## config.mk

```make
export PLATFORM = sky130hd
export DESIGN_NAME = host_loader
export DESIGN_NICKNAME = d
export VERILOG_FILES = /design/src/rtl/accel_pkg.sv /design/src/rtl/host_loader.sv
export SDC_FILE = /design/constraint.sdc
export NUM_CORES = 1
export LEC_CHECK = 0
export BUFFER_PORTS_ARGS = -buffer_cell sky130_fd_sc_hd__buf_2
export CAP_MARGIN = 20
export CELL_PAD_IN_SITES_DETAIL_PLACEMENT = 1
export CELL_PAD_IN_SITES_GLOBAL_PLACEMENT = 1
export CORE_MARGIN = 8
export CORE_UTILIZATION = 29
export DETAILED_ROUTE_END_ITERATION = 6
export PLACE_DENSITY_LB_ADDON = 0.1
export SETUP_SLACK_MARGIN = 0.5
export SLEW_MARGIN = 20
export SYNTH_ARGS = -nofsm -noshare
export SYNTH_HDL_FRONTEND = slang
export SYNTH_SLANG_ARGS = --single-unit
export TNS_END_PERCENT = 30
```

## constraint.sdc

```tcl
create_clock -name clk -period 3.9 [get_ports clk]
set_input_delay 0.39 -clock clk [delete_from_list [all_inputs] [get_ports clk]]
set_output_delay 0.39 -clock clk [all_outputs]
set_load 0.01 [all_outputs]
```

## src/rtl/accel_pkg.sv

```systemverilog
// Shared definitions for the host loader: default sizes, command encodings,
// header field positions and the loader FSM state type.
package accel_pkg;

  // Default geometry of the accelerator memories
  localparam int DEF_NUM_SIZE         = 16;
  localparam int DEF_NUM_INSTRUCTIONS = 16;
  localparam int DEF_WORDS_IN_MEMORY  = 32;

  // Header word field positions and widths
  localparam int HDR_CMD_LSB   = 28;
  localparam int HDR_BASE_LSB  = 8;
  localparam int HDR_COUNT_LSB = 0;
  localparam int CMD_W         = 4;
  localparam int BASE_W        = 5;
  localparam int COUNT_W       = 6;

  // Host command encodings
  localparam logic [CMD_W-1:0] CMD_LOAD_INSTR = 4'd1;
  localparam logic [CMD_W-1:0] CMD_LOAD_DATA  = 4'd2;
  localparam logic [CMD_W-1:0] CMD_READBACK   = 4'd3;
  localparam logic [CMD_W-1:0] CMD_RUN        = 4'd4;

  // Decoded header fields
  typedef struct packed {
    logic [CMD_W-1:0]   cmd;
    logic [BASE_W-1:0]  base;
    logic [COUNT_W-1:0] count;
  } header_t;

  // Loader FSM states
  typedef enum logic [2:0] {
    ST_IDLE       = 3'd0,
    ST_LOAD_INSTR = 3'd1,
    ST_LOAD_DATA  = 3'd2,
    ST_READBACK   = 3'd3,
    ST_RUN_WAIT   = 3'd4
  } state_t;

endpackage

```

## src/rtl/host_loader.sv

```systemverilog
// Host loader: takes a stream of header/payload words from the host and turns
// them into instruction-store writes, data-memory writes, data-memory
// readback, or an accelerator run request.
module host_loader
  import accel_pkg::*;
#(
  parameter int NUM_SIZE         = DEF_NUM_SIZE,
  parameter int NUM_INSTRUCTIONS = DEF_NUM_INSTRUCTIONS,
  parameter int WORDS_IN_MEMORY  = DEF_WORDS_IN_MEMORY
) (
  input  logic                                clk,
  input  logic                                rst,
  input  logic                                in_valid,
  output logic                                in_ready,
  input  logic [31:0]                         in_data,
  output logic                                instr_we,
  output logic [$clog2(NUM_INSTRUCTIONS)-1:0] instr_addr,
  output logic [31:0]                         instr_wdata,
  output logic                                mem_we,
  output logic [$clog2(WORDS_IN_MEMORY)-1:0]  mem_addr,
  output logic [NUM_SIZE-1:0]                 mem_wdata,
  input  logic [NUM_SIZE-1:0]                 mem_rdata,
  output logic                                out_valid,
  input  logic                                out_ready,
  output logic [NUM_SIZE-1:0]                 out_data,
  output logic                                run_start,
  input  logic                                acc_halted,
  output logic                                busy,
  output logic                                cmd_err
);

  localparam int IA = $clog2(NUM_INSTRUCTIONS);
  localparam int MA = $clog2(WORDS_IN_MEMORY);

  state_t               state_reg;
  logic                 instr_we_reg;
  logic [IA-1:0]        instr_addr_reg;
  logic [31:0]          instr_wdata_reg;
  logic                 mem_we_reg;
  logic [MA-1:0]        mem_addr_reg;
  logic [NUM_SIZE-1:0]  mem_wdata_reg;
  logic                 out_valid_reg;
  logic [NUM_SIZE-1:0]  out_data_reg;
  logic                 run_start_reg;
  logic                 cmd_err_reg;

  // Write pointers for the next payload word, already wrapped to the depth
  logic [IA-1:0]        iptr_reg;
  logic [MA-1:0]        mptr_reg;
  // Words still to accept (loads) or still to hand to the host (readback)
  logic [COUNT_W-1:0]   cnt_reg;
  // Readback words not yet fetched into the output register
  logic [COUNT_W-1:0]   rd_left_reg;

  header_t hdr;
  logic    accept;
  logic    rb_xfer;
  logic    rb_load;

  assign hdr = {in_data[HDR_CMD_LSB +: CMD_W],
                in_data[HDR_BASE_LSB +: BASE_W],
                in_data[HDR_COUNT_LSB +: COUNT_W]};

  // The host may push words only while we are idle or collecting payload;
  // held low during reset so nothing is taken while the block is cleared.
  assign in_ready = !rst && ((state_reg == ST_IDLE) ||
                             (state_reg == ST_LOAD_INSTR) ||
                             (state_reg == ST_LOAD_DATA));
  assign accept   = in_valid && in_ready;

  // Readback handshake: a word leaves when the host takes it, and the output
  // register is refilled whenever it is empty or being emptied this cycle.
  assign rb_xfer = out_valid_reg && out_ready;
  assign rb_load = (rd_left_reg != '0) && (!out_valid_reg || out_ready);

  function automatic logic [IA-1:0] instr_next(input logic [IA-1:0] a);
    return (a == IA'(NUM_INSTRUCTIONS - 1)) ? '0 : a + IA'(1);
  endfunction

  function automatic logic [MA-1:0] mem_next(input logic [MA-1:0] a);
    return (a == MA'(WORDS_IN_MEMORY - 1)) ? '0 : a + MA'(1);
  endfunction

  // Loader FSM with all outputs registered; strobes default low each cycle
  always_ff @(posedge clk) begin
    if (rst) begin
      state_reg       <= ST_IDLE;
      instr_we_reg    <= 1'b0;
      instr_addr_reg  <= '0;
      instr_wdata_reg <= '0;
      mem_we_reg      <= 1'b0;
      mem_addr_reg    <= '0;
      mem_wdata_reg   <= '0;
      out_valid_reg   <= 1'b0;
      out_data_reg    <= '0;
      run_start_reg   <= 1'b0;
      cmd_err_reg     <= 1'b0;
      iptr_reg        <= '0;
      mptr_reg        <= '0;
      cnt_reg         <= '0;
      rd_left_reg     <= '0;
    end else begin
      instr_we_reg  <= 1'b0;
      mem_we_reg    <= 1'b0;
      run_start_reg <= 1'b0;

      case (state_reg)
        ST_IDLE: begin
          if (accept) begin
            case (hdr.cmd)
              CMD_LOAD_INSTR: begin
                iptr_reg <= IA'(32'(hdr.base) % NUM_INSTRUCTIONS);
                cnt_reg  <= hdr.count;
                if (hdr.count != '0) state_reg <= ST_LOAD_INSTR;
              end
              CMD_LOAD_DATA: begin
                mptr_reg <= MA'(32'(hdr.base) % WORDS_IN_MEMORY);
                cnt_reg  <= hdr.count;
                if (hdr.count != '0) state_reg <= ST_LOAD_DATA;
              end
              CMD_READBACK: begin
                mem_addr_reg <= MA'(32'(hdr.base) % WORDS_IN_MEMORY);
                cnt_reg      <= hdr.count;
                rd_left_reg  <= hdr.count;
                if (hdr.count != '0) state_reg <= ST_READBACK;
              end
              CMD_RUN: begin
                run_start_reg <= 1'b1;
                state_reg     <= ST_RUN_WAIT;
              end
              default: cmd_err_reg <= 1'b1;
            endcase
          end
        end

        ST_LOAD_INSTR: begin
          if (accept) begin
            instr_we_reg    <= 1'b1;
            instr_addr_reg  <= iptr_reg;
            instr_wdata_reg <= in_data;
            iptr_reg        <= instr_next(iptr_reg);
            cnt_reg         <= cnt_reg - COUNT_W'(1);
            if (cnt_reg == COUNT_W'(1)) state_reg <= ST_IDLE;
          end
        end

        ST_LOAD_DATA: begin
          if (accept) begin
            mem_we_reg    <= 1'b1;
            mem_addr_reg  <= mptr_reg;
            mem_wdata_reg <= in_data[NUM_SIZE-1:0];
            mptr_reg      <= mem_next(mptr_reg);
            cnt_reg       <= cnt_reg - COUNT_W'(1);
            if (cnt_reg == COUNT_W'(1)) state_reg <= ST_IDLE;
          end
        end

        ST_READBACK: begin
          if (rb_load) begin
            out_data_reg  <= mem_rdata;
            out_valid_reg <= 1'b1;
            mem_addr_reg  <= mem_next(mem_addr_reg);
            rd_left_reg   <= rd_left_reg - COUNT_W'(1);
          end else if (rb_xfer) begin
            out_valid_reg <= 1'b0;
          end
          if (rb_xfer) begin
            cnt_reg <= cnt_reg - COUNT_W'(1);
            if (cnt_reg == COUNT_W'(1)) begin
              out_valid_reg <= 1'b0;
              state_reg     <= ST_IDLE;
            end
          end
        end

        ST_RUN_WAIT: begin
          if (acc_halted) state_reg <= ST_IDLE;
        end

        default: state_reg <= ST_IDLE;
      endcase
    end
  end

  assign instr_we    = instr_we_reg;
  assign instr_addr  = instr_addr_reg;
  assign instr_wdata = instr_wdata_reg;
  assign mem_we      = mem_we_reg;
  assign mem_addr    = mem_addr_reg;
  assign mem_wdata   = mem_wdata_reg;
  assign out_valid   = out_valid_reg;
  assign out_data    = out_data_reg;
  assign run_start   = run_start_reg;
  assign cmd_err     = cmd_err_reg;
  assign busy        = (state_reg != ST_IDLE) || instr_we_reg || mem_we_reg;

endmodule

```

==> results.txt <==
The run finished with clean final reports. The via density per instance is 4.96, and the count of endpoints failing hold in the final timing report is 0. The overall die width is 141 µm. In this design, the stage delay of the slowest critical-path cell is 830 ps. The net count of the finished layout was 746. Yosys attributes the largest share of cell area to sky130_fd_sc_hd__dfxtp_1 (45%), sky130_fd_sc_hd__nand2_1 (13%), sky130_fd_sc_hd__o21ai_0 (7.6%). The number of antenna violations at the first check in global routing is 0. Clock tree synthesis inserted a total of 9 buffers.

At the pin with the least slew margin, the transition time is 902 ps. The synthesized netlist devotes 20.0% of its cell area to compound gates. The max-slew violation count came out at 0. Via count of the first global-routing pass: 4617.

The worst path needs 2780 ps of the cycle, external delays included. The clock passes through at most 2 buffers. The area share of the largest cell type after synthesis came out at 45.4%. STA classifies the critical path startpoint as a register. For the die area, the log shows 0.0198 mm². Across the routed clock network, the largest skew measured is 4.95 ps. Counting flops and latches in the post-synthesis netlist gives 102.

The proportion of synthesized area in mux cells was 2.70%; the per-instance average area after synthesis was 7.82 µm². For this design, the slowest cell found on the critical path is sky130_fd_sc_hd__nor2_4. Cells with a size suffix above 1 make up 23.1% of the layout.

The tool flagged a number of max-cap violations equal to 0. Leaving out filler cells and counting taps, the final layout contains 876. For the iteration count of the initial detailed-routing pass, the log shows 4.

The total congestion overflow was 0. Clock-pin slew was measured on the worst setup and hold paths at 70 ps. The mapped netlist covers 0.00450 mm².

Derived from the worst setup path, the maximum achievable clock frequency is 360 MHz. The initial DRC count was 196; the number of different library cells in the post-synthesis netlist was 54. Buffers added to address setup during post-CTS repair amount to 0.

The run gives 133 as the count of boundary I/O pins. In the synthesized netlist the dominant register cell turns out to be sky130_fd_sc_hd__dfxtp_1. The run gives 3 as the maximum level of the CTS H-tree. Class of the most critical hold timing path: in2reg. STA classifies the critical path endpoint as a register. The number of gates given a new drive strength after cts is 0, and the number of flip-flops in the largest register is 32. The number of hold buffers added after CTS was 0. The clock reaches the later pin of the worst-skew pair after 340 ps. For the diode insertion count for antenna repair, the log shows 0. The placement row count was 45; the portion of the post-synthesis area used by sequential elements was 45.4%. The run gives 4341 as the number of vias in the routed layout.

Classification of the worst setup path: reg2reg. During placement, the flow inserted port buffers numbering 132. Summed over all failing endpoints, the final setup total negative slack is 0 ps. The cell count after placement was 861. The height of the die was 141 µm.

The library cell with the largest summed area after synthesis was sky130_fd_sc_hd__dfxtp_1. On the critical path the largest part of the delay comes from simple AND/OR/NAND/NOR gates. After layout, the design draws a total of 2.04 mW. The number of buffers and inverters on the critical path works out to 1.

The synthesized design contains 0 enable-type register cells. In the routed design, unresolved DRC markers number 0. The overall routing resource usage was 15.2%.

TritonCTS built the clock tree. Summing the areas of all and, or, nand and nor instances in the mapped netlist gives 24.2% of the synthesized area. For this block, the routed nets add up to 14800 µm of wire. With fillers left out, the area of the finished cells amounts to 0.00553 mm².

The logs give 102 for the number of sinks on the clock net and 36.4% for the post-route core utilization. The signal on the critical path passes through nand3_1, nor2_4, buf_4, o21ai_0. The tools report the post-synthesis net count as 637. The leading cell type by number of instances after synthesis was sky130_fd_sc_hd__nand2_1. The initial cell density of the core is 29.6%, and the core outline area is 0.0152 mm². Post-route fraction of the period consumed by the critical path: 71.3%. Dividing total power by cell area gives a power density of 369 mW/mm².

The top fanout value on the critical path is 48. Data on the critical path is required at its endpoint by 4130 ps. The post-synthesis async set-or-reset flop share was 0%; the residual antenna-violating net count after detailed routing was 0. The area added between synthesis and finish came out at 22.8%. The combinational family with the most area after synthesis is simple AND/OR/NAND/NOR gates.

Routability-driven placement finished with a final weighted congestion of 0.747. Synthesis produced 575 cells. IR analysis of the VDD net gives a maximum drop of 0.179 mV. Yosys printed 0 warnings. Of the total synthesized cell area, the portion taken by full adders, half adders and majority gates is 2.50%.

The mean routed wirelength per cell came out at 16.9 µm. The library cell used as clock root buffer is sky130_fd_sc_hd__clkbuf_16. In this run the cell area measured after placement is 0.00526 mm². The run gives 24500 µm as the wire length of the first global-routing pass. By count the netlist is led by sky130_fd_sc_hd__nand2_1 (160), sky130_fd_sc_hd__dfxtp_1 (102), sky130_fd_sc_hd__o21ai_0 (68), sky130_fd_sc_hd__a21oi_1 (46), sky130_fd_sc_hd__nor2_1 (30). Entering global routing, the biggest net connects 49 pins.

For this design the static power due to leakage is 2.36 nW. The worst-case headroom to the max-slew limit was 39.7%; the post-synthesis xor/xnor area fraction was 0.389%. Data on the critical path arrives at its endpoint at 3010 ps. The logs give 0 for the setup violation total in the final timing report and 10800 µm for the post-DP HPWL. Setup repair after global routing left no endpoint under its margin.
-- per-layer routing --
layer  part of all wire [%]  routed length (µm)  GRT usage [%]  up-vias
met3                    6.0                 898           5.40        8
met5                      0                   0              0        -
met2                     46                6850           24.7       81
met4                   0.77                 114           3.73        0
met1                     47                6980           18.9     2071
li1                       -                   -              -     2181
-- cell usage in the layout, fill, tap and decap left out, types with 3 or more instances in the layout --
| cell | count |
|---|---|
| sky130_fd_sc_hd__nand2_1 | 160 |
| sky130_fd_sc_hd__buf_2 | 132 |
| sky130_fd_sc_hd__dfxtp_1 | 102 |
| sky130_fd_sc_hd__o21ai_0 | 68 |
| sky130_fd_sc_hd__a21oi_1 | 46 |
| sky130_fd_sc_hd__nor2_1 | 28 |
| sky130_fd_sc_hd__nand3_1 | 15 |
| sky130_fd_sc_hd__inv_1 | 11 |
| sky130_fd_sc_hd__mux2i_1 | 11 |
| sky130_fd_sc_hd__nor3_1 | 10 |
| sky130_fd_sc_hd__ha_1 | 9 |
| sky130_fd_sc_hd__clkbuf_16 | 9 |
| sky130_fd_sc_hd__a21o_1 | 6 |
| sky130_fd_sc_hd__nand2b_1 | 5 |
| sky130_fd_sc_hd__nor3b_1 | 5 |
| sky130_fd_sc_hd__a211oi_1 | 5 |
| sky130_fd_sc_hd__o31ai_1 | 4 |
| sky130_fd_sc_hd__o32ai_1 | 4 |
| sky130_fd_sc_hd__and2_1 | 3 |
| sky130_fd_sc_hd__nor2b_1 | 3 |
| sky130_fd_sc_hd__a31oi_1 | 3 |
| sky130_fd_sc_hd__a32o_1 | 3 |
| sky130_fd_sc_hd__buf_4 | 3 |
-- metrics by stage --
| step | hold WS, ps | worst slack, ps |
|---|---|---|
| 2_1_floorplan | 452 | 2000 |
| 3_3_place_gp | 436 | 1220 |
| 3_5_place_dp | 445 | 1090 |
| 4_1_cts | 222 | 1110 |
| 5_1_grt | 222 | 799 |
| 6_report | 231 | 1120 |
-- logic make-up after synthesis --
| logic type | count (synthesis) |
|---|---|
| muxes | 12 |
| xor gates and xnor gates | 2 |
| adders and majority gates | 9 |
| buffers and inverters | 49 |
| AOI/OAI and AO/OA | 154 |
| DFF | 102 |
| and+or+nand+nor | 247 |
-- final timing paths --
kind                startpoint               to  slack, ps  cells past startpoint
setup reg to reg  state_reg[0]  instr_wdata[11]       1120                      4
setup / recovery  state_reg[0]  instr_wdata[11]       1120                      4
hold reg to reg    out_data[3]      out_data[3]        450                      2
hold / removal     in_data[18]  instr_wdata[18]        230                      3
-- power by group --
group	leakage, nW	switching [mW]	internal [mW]	total, mW
registers	0.822	0.0102	1.05	1.06
clock network	0.125	0.407	0.431	0.838
logic	1.41	0.0892	0.0502	0.139
total	2.36	0.506	1.53	2.04
-- layout make-up --
type	instances	area, µm²
clock buffer	10	229
clock inverter	5	37.5
fill	1899	9680
inverter	12	45.0
multi-input combinational	424	2250
sequential	102	2040
tap	188	235
timing repair buffer	135	683
-- worst register-to-register path, stage by stage (launching register included) --
cell and delay (ps):
sky130_fd_sc_hd__dfxtp_1 810, sky130_fd_sc_hd__nand3_1 480, sky130_fd_sc_hd__nor2_4 840, sky130_fd_sc_hd__buf_4 410, sky130_fd_sc_hd__o21ai_0 130
(Power assumes the default switching activity.)
